$ cat src/rtl/fifo_rr_scheduler.sv
// Moves words from NF input FIFOs into one downstream FIFO, one pop per cycle.
// Defining ARB_STRICT_PRIO_EN replaces round-robin with fixed lowest-index priority.
module fifo_rr_scheduler #(
  parameter int NF     = 4,
  parameter int DATA_W = 8,
  parameter int TH_W   = 4,
  parameter int AF_DEF = 3,
  parameter int AE_DEF = 1
) (
  input  logic                 clk,
  input  logic                 reset,
  input  logic                 init,
  input  logic [TH_W-1:0]      umbral_af_in,
  input  logic [TH_W-1:0]      umbral_ae_in,
  input  logic [NF-1:0]        empty_in,
  input  logic [NF*DATA_W-1:0] data_in,
  input  logic                 almost_full_in,
  input  logic                 overflow_in,
  output logic [NF-1:0]        pop,
  output logic                 push,
  output logic [DATA_W-1:0]    data_out,
  output logic [TH_W-1:0]      umbral_af,
  output logic [TH_W-1:0]      umbral_ae,
  output logic                 pausa,
  output logic                 error_full,
  output logic [2:0]           state
);

  localparam int IDX_W = (NF > 1) ? $clog2(NF) : 1;
  localparam logic [IDX_W:0]   NF_L   = (IDX_W+1)'(NF);
  localparam logic [IDX_W-1:0] LAST_L = IDX_W'(NF - 1);

  typedef enum logic [2:0] {
    ST_RESET  = 3'd0,
    ST_INIT   = 3'd1,
    ST_IDLE   = 3'd2,
    ST_ACTIVE = 3'd3,
    ST_ERROR  = 3'd4
  } state_t;

  state_t            state_q, state_d;
  logic [TH_W-1:0]   umbral_af_q, umbral_af_d;
  logic [TH_W-1:0]   umbral_ae_q, umbral_ae_d;
  logic [IDX_W-1:0]  rr_q, rr_d;
  logic              inflight_q, inflight_d;
  logic [IDX_W-1:0]  inflight_idx_q, inflight_idx_d;
  logic              push_q, push_d;
  logic [DATA_W-1:0] data_out_q, data_out_d;
  logic              pausa_q, pausa_d;
  logic              error_full_q, error_full_d;

  logic [DATA_W-1:0] data_arr [NF];
  logic [NF-1:0]     req;
  logic [NF-1:0]     req_rot;
  logic [IDX_W-1:0]  base;
  logic [IDX_W-1:0]  offset;
  logic [IDX_W:0]    grant_sum;
  logic [IDX_W-1:0]  grant_idx;
  logic              grant_vld;
  logic [NF-1:0]     grant_oh;
  logic [NF-1:0]     pop_d;
  logic              pop_any;

  generate
    for (genvar gi = 0; gi < NF; gi++) begin : g_lane
      assign data_arr[gi] = data_in[gi*DATA_W +: DATA_W];
      assign grant_oh[gi] = grant_vld && (grant_idx == IDX_W'(gi));
    end
  endgenerate

  assign req       = ~empty_in;
  assign grant_vld = |req;

`ifdef ARB_STRICT_PRIO_EN
  assign base = '0;
`else
  assign base = rr_q;
`endif

  // Rotate requests so the search always starts at bit 0, then map back.
  assign req_rot   = (req >> base) | (req << (NF_L - {1'b0, base}));
  assign grant_sum = {1'b0, base} + {1'b0, offset};
  assign grant_idx = (grant_sum >= NF_L) ? IDX_W'(grant_sum - NF_L)
                                         : grant_sum[IDX_W-1:0];

  always_comb begin
    offset = '0;
    for (int k = NF - 1; k >= 0; k--) begin
      if (req_rot[k]) offset = IDX_W'(k);
    end
  end

  always_comb begin
    state_d        = state_q;
    umbral_af_d    = umbral_af_q;
    umbral_ae_d    = umbral_ae_q;
    rr_d           = rr_q;
    inflight_d     = 1'b0;
    inflight_idx_d = inflight_idx_q;
    push_d         = 1'b0;
    data_out_d     = data_out_q;
    pop_d          = '0;

    case (state_q)
      ST_RESET:  state_d = ST_INIT;
      ST_INIT:   if (!init) state_d = ST_IDLE;
      ST_IDLE: begin
        if (init)           state_d = ST_INIT;
        else if (grant_vld) state_d = ST_ACTIVE;
      end
      ST_ACTIVE: begin
        if (init)                            state_d = ST_INIT;
        else if (!grant_vld && !inflight_q)  state_d = ST_IDLE;
      end
      ST_ERROR:  state_d = ST_ERROR;
      default:   state_d = ST_ERROR;
    endcase
    if (state_q != ST_RESET && overflow_in) state_d = ST_ERROR;

    if (state_q == ST_INIT) begin
      umbral_af_d = umbral_af_in;
      umbral_ae_d = umbral_ae_in;
    end

    if (state_q == ST_ACTIVE && !almost_full_in) pop_d = grant_oh;
    pop_any = |pop_d;

    if (pop_any) begin
      inflight_d     = 1'b1;
      inflight_idx_d = grant_idx;
`ifdef ARB_STRICT_PRIO_EN
      rr_d = '0;
`else
      rr_d = (grant_idx == LAST_L) ? '0 : grant_idx + 1'b1;
`endif
    end

    // A word already popped is delivered unless the block is about to park in ERROR.
    if (inflight_q && state_d != ST_ERROR) begin
      push_d     = 1'b1;
      data_out_d = data_arr[inflight_idx_q];
    end

    pausa_d      = (state_q == ST_ACTIVE) && almost_full_in;
    error_full_d = (state_d == ST_ERROR);
  end

  always_ff @(posedge clk) begin
    if (!reset) begin
      state_q        <= ST_RESET;
      umbral_af_q    <= TH_W'(AF_DEF);
      umbral_ae_q    <= TH_W'(AE_DEF);
      rr_q           <= '0;
      inflight_q     <= 1'b0;
      inflight_idx_q <= '0;
      push_q         <= 1'b0;
      data_out_q     <= '0;
      pausa_q        <= 1'b0;
      error_full_q   <= 1'b0;
    end else begin
      state_q        <= state_d;
      umbral_af_q    <= umbral_af_d;
      umbral_ae_q    <= umbral_ae_d;
      rr_q           <= rr_d;
      inflight_q     <= inflight_d;
      inflight_idx_q <= inflight_idx_d;
      push_q         <= push_d;
      data_out_q     <= data_out_d;
      pausa_q        <= pausa_d;
      error_full_q   <= error_full_d;
    end
  end

  assign pop        = pop_d;
  assign push       = push_q;
  assign data_out   = data_out_q;
  assign umbral_af  = umbral_af_q;
  assign umbral_ae  = umbral_ae_q;
  assign pausa      = pausa_q;
  assign error_full = error_full_q;
  assign state      = state_q;

endmodule

$ cat config.mk
export PLATFORM = sky130hd
export DESIGN_NAME = fifo_rr_scheduler
export DESIGN_NICKNAME = d
export VERILOG_FILES = /design/src/rtl/fifo_rr_scheduler.sv
export SDC_FILE = /design/constraint.sdc
export NUM_CORES = 1
export LEC_CHECK = 0
export CAP_MARGIN = 20
export CORE_ASPECT_RATIO = 1.2
export CORE_MARGIN = 1
export CORE_UTILIZATION = 35
export CTS_BUF_LIST = sky130_fd_sc_hd__clkbuf_8
export DETAILED_ROUTE_END_ITERATION = 8
export PLACE_DENSITY = 0.71
export SLEW_MARGIN = 5
export SYNTH_ARGS = -nofsm -noshare
export SYNTH_HDL_FRONTEND = slang
export SYNTH_SLANG_ARGS = --single-unit
$ cat constraint.sdc
create_clock -name clk -period 8.65 [get_ports clk]
set_clock_uncertainty 0.1 [all_clocks]
set_input_delay 0.865 -clock clk [delete_from_list [all_inputs] [get_ports clk]]
set_output_delay 0.865 -clock clk [all_outputs]
set_load 0.005 [all_outputs]
After elaboration in Yosys (flattened, before gate mapping)
Cells that the tools add are included.
- flip-flop bits (word level): 27
- logic and storage cells: 65
- output and inout port bits: 26
- input bits: 49
- $add $sub $neg: 4
- bitwise gates (word level): 3
- reductions and logical operators: 17
- shifts and indexed selects: 2
- magnitude comparators: 2
- mux-type cells: 19
- eq/ne operators: 8
- operator list (cell ; number):
    $mux W3 ; 6
    $bmux W8 S2 ; 1
    $mux W8 ; 2
    $mux W2 ; 6
    $pmux W3 S4 ; 1
    $logic_and A1 B1 Y1 ; 9
    $reduce_or A4 Y1 ; 2
    $eq A3 B2 Y1 const B ; 2
    $ge A3 B3 Y1 const B ; 2
    $eq A2 B2 Y1 const B ; 2
    $mux W4 ; 1
    $not A4 Y4 ; 1
    $or A4 B4 Y4 ; 1
    $shl A4 B3 Y4 ; 1
    $shr A4 B2 Y4 ; 1
    $add A2 B2 Y3 ; 1
    $eq A3 B1 Y1 const B ; 1
    $eq A3 B3 Y1 const B ; 1
    $logic_not A1 Y1 ; 3
    $logic_not A3 Y1 ; 1
    $ne A3 B3 Y1 const B ; 1
    $not A2 Y3 ; 1
    $reduce_bool A3 Y1 ; 1
    $sub A3 B2 Y3 const A ; 1
    5 further kinds ; 6

Depth between registers and ports, before layout
- depth after elaboration: 15
- depth in mapped cells: 18
- mapped depth without buffers: 17

Worst setup path before layout
Ideal clock, no wire load.
- path type: reg2out
- from: register rr_q[1] (netlist: base[1])
- to: output pop[3]
- buffers on the path: 1
- arrival: 3.092 ns
- cell stages (with the launch flop): 16
- slack: 4.593 ns
- required time: 7.685 ns
- cell sequence: dfxtp_1 > clkbuf_1 > inv_1 > ha_1 > nor2b_1 > a211oi_1 > nand4b_1 > o41ai_1 > o2111ai_1 > nand2_1 > ha_1 > xor2_1 > xor2_2 > inv_2 > ha_1 > and2_1
- longest elaborated chain between the ends: 13
- elaborated cells on any way between the ends: 15
- classes of those cells: add/sub: 3; order compare: 1; eq/ne: 1; shift: 2; mux: 6; bitwise: 1; reduce/logical: 1
- ends and longest elaborated chain (item ; line ; source):
    start: declaration ; 44 ; logic [IDX_W-1:0] rr_q, rr_d;
    start signal: assignment ; 164 ; rr_q <= rr_d;
    $sub A3 B2 Y3 ; 81 ; assign req_rot = (req >> base) | (req << (NF_L - {1'b0, base}));
    $shl A4 B3 Y4 ; 81 ;
    $or A4 B4 Y4 ; 81 ;
    $mux W2 (4 in a row) ; 89 ; if (req_rot[k]) offset = IDX_W'(k);
    $add A2 B2 Y3 (*) ; 82 ; assign grant_sum = {1'b0, base} + {1'b0, offset};
    $ge A3 B3 Y1 / $sub A2 B1 Y2 (equally long branches) ; 83 ; assign grant_idx = (grant_sum >= NF_L) ? IDX_W'(grant_sum - NF_L)
    $mux W2 (*) ; 83 ;
    $eq A2 B2 Y1 (*) ; 67 ; assign grant_oh[gi] = grant_vld && (grant_idx == IDX_W'(gi));
    $logic_and A1 B1 Y1 (*) ; 67 ;
    $mux W4 (*) ; 125 ; if (state_q == ST_ACTIVE && !almost_full_in) pop_d = grant_oh;
    end: declaration ; 19 ; output logic [NF-1:0] pop,
Mark *: on every way between the ends. The rest lies on a longest branch, timed or not.

Worst setup path after layout
- from: input empty_in[2]
- to: output pop[3]
- longest elaborated chain between the ends: 13
- elaborated cells on any way between the ends: 16
- classes of those cells: add/sub: 2; order compare: 1; eq/ne: 1; shift: 2; mux: 6; bitwise: 2; reduce/logical: 2
- ends and longest elaborated chain (item ; line ; source):
    start: declaration ; 15 ; input logic [NF-1:0] empty_in,
    $not A4 Y4 (*) ; 71 ; assign req = ~empty_in;
    $shl A4 B3 Y4 / $shr A4 B2 Y4 (equally long branches) ; 81 ;
    $or A4 B4 Y4 ; 81 ;
    $mux W2 (4 in a row) ; 89 ;
    $add A2 B2 Y3 ; 82 ;
    $ge A3 B3 Y1 / $sub A2 B1 Y2 (equally long branches) ; 83 ;
    $mux W2 ; 83 ;
    $eq A2 B2 Y1 ; 67 ;
    $logic_and A1 B1 Y1 (*) ; 67 ;
    $mux W4 (*) ; 125 ;
Marked as above.

==> flow_summary.yaml <==
finish:
  diodes: 0
  final_nets: 288
  layout_common_cells: "clkdlybuf4s50_1 (74), nand2_1 (29), dfxtp_1 (27)"
  mostFrequentLayoutCell: "clkdlybuf4s50_1"
  drive_gt1_share_pct: 8.51
  fin_cells: 291
  num-fill-cells: 379
  area_growth_pct: 53.8
min_path:
  hold_class: "reg2reg"
  worstHoldPathCells: 2
critical_path:
  cp.required_ns: 7.69
  crit_path_start_kind: "primary input"
  path_class: "in2out"
  crit_path_max_incr_delay_ns: 0.49
  path_delay_family: "buffers and inverters"
  worst-path-stages: 14
  cp-end-kind: "primary output"
  rr_worst_depth: 17
  worstPathArrival_ns: 4.17
  critPathMaxFanout: 7
  crit_chain: "clkdlybuf4s50_1 > nor2b_1 > a211oi_1 > nand4b_1 > o41ai_1 > o2111ai_1 > nand2_1 > ha_1 > xor2_1 > xor2_2 > inv_2 > ha_1 > and2_1 > clkdlybuf4s50_1"
  cp_slowest_cell: "clkdlybuf4s50_1"
  critPathBufInv: 3
route:
  vias: 1438
  avgRoutedWirePerCell_um: 12.7
  drt_wl_total_mm: 3.71
  postRouteAntennaNets: 0
  drc: 0
  drt_iter0_drc: 55
  first_pass_iters: 4
  vias_per_cell: 4.94
clocking:
  ctsResizeCount: 0
  cts_buffers: 3
  clkTransAtPathRegs_ns: 0.09
  post_cts.repair.setup_buffers: 0
  hold_buffers: 0
  tritoncts: "built"
  worst_skew_pair.late_latency_ns: 0.27
  root_buffer: "clkbuf_8"
  cts.path.max_buffers: 2
  htreeDepth: 1
  cts_sinks: 27
yosys:
  synth_seq_cells: 27
  synth.area.mux_share_pct: 19.0
  synthAdderAreaFrac_pct: 2.45
  synth_nets: 218
  synth-xor-area-share_pct: 2.20
  yosys.area.top_type: "dfxtp_1"
  synth_area_mm2: 0.00153
  synth_compound_area_share_pct: 15.1
  synth_cells: 166
  synth_top_family_by_area: "simple AND/OR/NAND/NOR gates"
  synth_seq_area_share_pct: 35.2
  synthSimpleGateAreaFrac_pct: 22.3
  ys_warn_count: 0
  synth.top_cells.by_area: "dfxtp_1 (35%), mux4_2 (12%), nand2_1 (7.1%)"
  synth.distinct_cells: 40
  syn_avg_cell_area_um2: 9.24
  yosys.area.top_type_share_pct: 35.2
global_route:
  grt-ovfl-total: 0
  grt_usage_pct: 16.4
  grt_max_degree: 30
  antenna_found_initial: 0
  grt_pass1_wl_mm: 6.10
  grt_pass1_vias: 1388
sta:
  hold_viol_final: 0
  fin_ws_ns: 3.52
  fmax_mhz: 195
  fin_tns_setup_ns: 0
  finalMaxSlewViolations: 0
  post-route-period-util_pct: 59.3
  setup_viol: 0
  whs_ns: 0.353
  tightest_slew_ns: 0.882
  relSlewSlack_pct: 41.0
  period_needed_ns: 5.13
  rsz0062_at_grt: "no"
run_status:
  status: "finished clean"
die:
  dieWidth_um: 62.4
  die_y_um: 74.5
  row_count: 26
  design.die.area_mm2: 0.00465
  core_area_mm2: 0.00423
  initial_core_util_pct: 36.3
  io_pins: 75
power:
  clockPowerShare_pct: 25.9
  internal_power_mw: 0.207
  ir_drop_mv: 0.0586
  power_switching_mw: 0.0689
  leakage_nw: 0.833
  p_per_area_mw_per_mm2: 117
  combPwrFrac_pct: 25.6
  swShare_pct: 25.0
  seq_power_share_pct: 48.5
placement:
  place_ws_ns: 3.51
  gp_congestion: 0.797
  port_buffers: 74
  dp.final_hpwl_mm: 2.96
  dp_cells: 287
job:
  maxCapViolations: 0
-- flip-flops by register name, summed over array words and instances (netlist names) --
name and cells:
data_out 8, umbral_ae 4, umbral_af 4, state 3
base 2, inflight_idx_q 2, error_full 1, inflight_q 1
pausa 1, push 1
-- layout make-up --
type | instances | area (µm²) | area share, %
clock inverter | 1 | 5.00 | 0.212
timing repair buffer | 75 | 748 | 31.7
inverter | 5 | 18.8 | 0.795
sequential | 27 | 541 | 22.9
multi-input combinational | 124 | 936 | 39.7
tap | 56 | 70.1 | 2.97
clock buffer | 3 | 41.3 | 1.75
-- stage by stage --
step / cell area, µm² / total power [mW] / util [%]
finish: 2360 / 0.276 / 55.8
CTS: 2360 / 0.279 / 55.8
detailed placement: 2310 / 0.208 / 54.7
global placement: 2310 / 0.207 / 54.7
floorplan: 1530 / 0.169 / -
global route: 2360 / 0.290 / 55.8
-- Yosys cell counts --
library cell	number
buf_1	2
nor3_1	4
a31oi_1	1
o2111ai_1	1
or3_1	3
nand3b_1	2
nand2b_1	2
a21oi_1	6
nand2_1	29
o221ai_1	1
xor2_1	1
a211oi_1	3
nor2_1	9
nor3_2	1
o41ai_1	1
buf_2	1
nor4b_1	1
inv_1	3
and3_1	2
nor2b_1	9
o21ai_0	4
ha_1	3
mux2_2	1
and2_1	2
nand4b_1	1
mux4_2	8
xnor2_1	1
nor3b_1	2
o41ai_4	1
o21ai_1	2
a211oi_2	1
mux2i_1	10
a21boi_1	8
o211ai_1	1
a22o_1	1
inv_2	2
dfxtp_1	27
xor2_2	1
clkbuf_1	7
and4_1	1
-- layer usage --
layer	part of all wire, %	vias up	global-route usage (%)
met5	0	-	0
met4	1.5	0	5.68
met3	3.6	6	2.30
met2	54	38	33.3
met1	41	668	17.2
li1	-	726	-
-- tightest hold or removal path, delay by kind of cell, from the launching register on --
kind             cells  cell delay [ns]
flip-flops           1             0.32
AND/OR/NAND/NOR      1             0.05
AO/OA/AOI/OAI        1             0.05
-- cell families after synthesis --
kind of cell / Yosys count
AND/OR/NAND/NOR: 68
adder cells (fa/ha/maj): 3
AO/OA/AOI/OAI: 31
XOR/XNOR: 3
buffers and inverters: 15
flip-flops: 27
multiplexers: 19
-- final timing paths --
check | start | endpoint | slack [ns]
setup / recovery | empty_in[2] | pop[3] | 3.52
hold / removal | data_out[2]$_SDFFE_PN0P_ | data_out[2]$_SDFFE_PN0P_ | 0.35
setup reg to reg | base[0]$_SDFFE_PN0P_ | base[1]$_SDFFE_PN0P_ | 4.62
hold reg to reg | data_out[2]$_SDFFE_PN0P_ | data_out[2]$_SDFFE_PN0P_ | 0.35
-- power groups by stage --
stage	Sequential, mW	Clock [mW]	Combinational [mW]
finish	0.134	0.0715	0.0706
global route	0.135	0.0784	0.0766
CTS	0.134	0.0739	0.0712
detailed placement	0.137	0	0.0710
global placement	0.137	0	0.0702
floorplan	0.137	0	0.0323
Power figures use the tool's default switching activity.
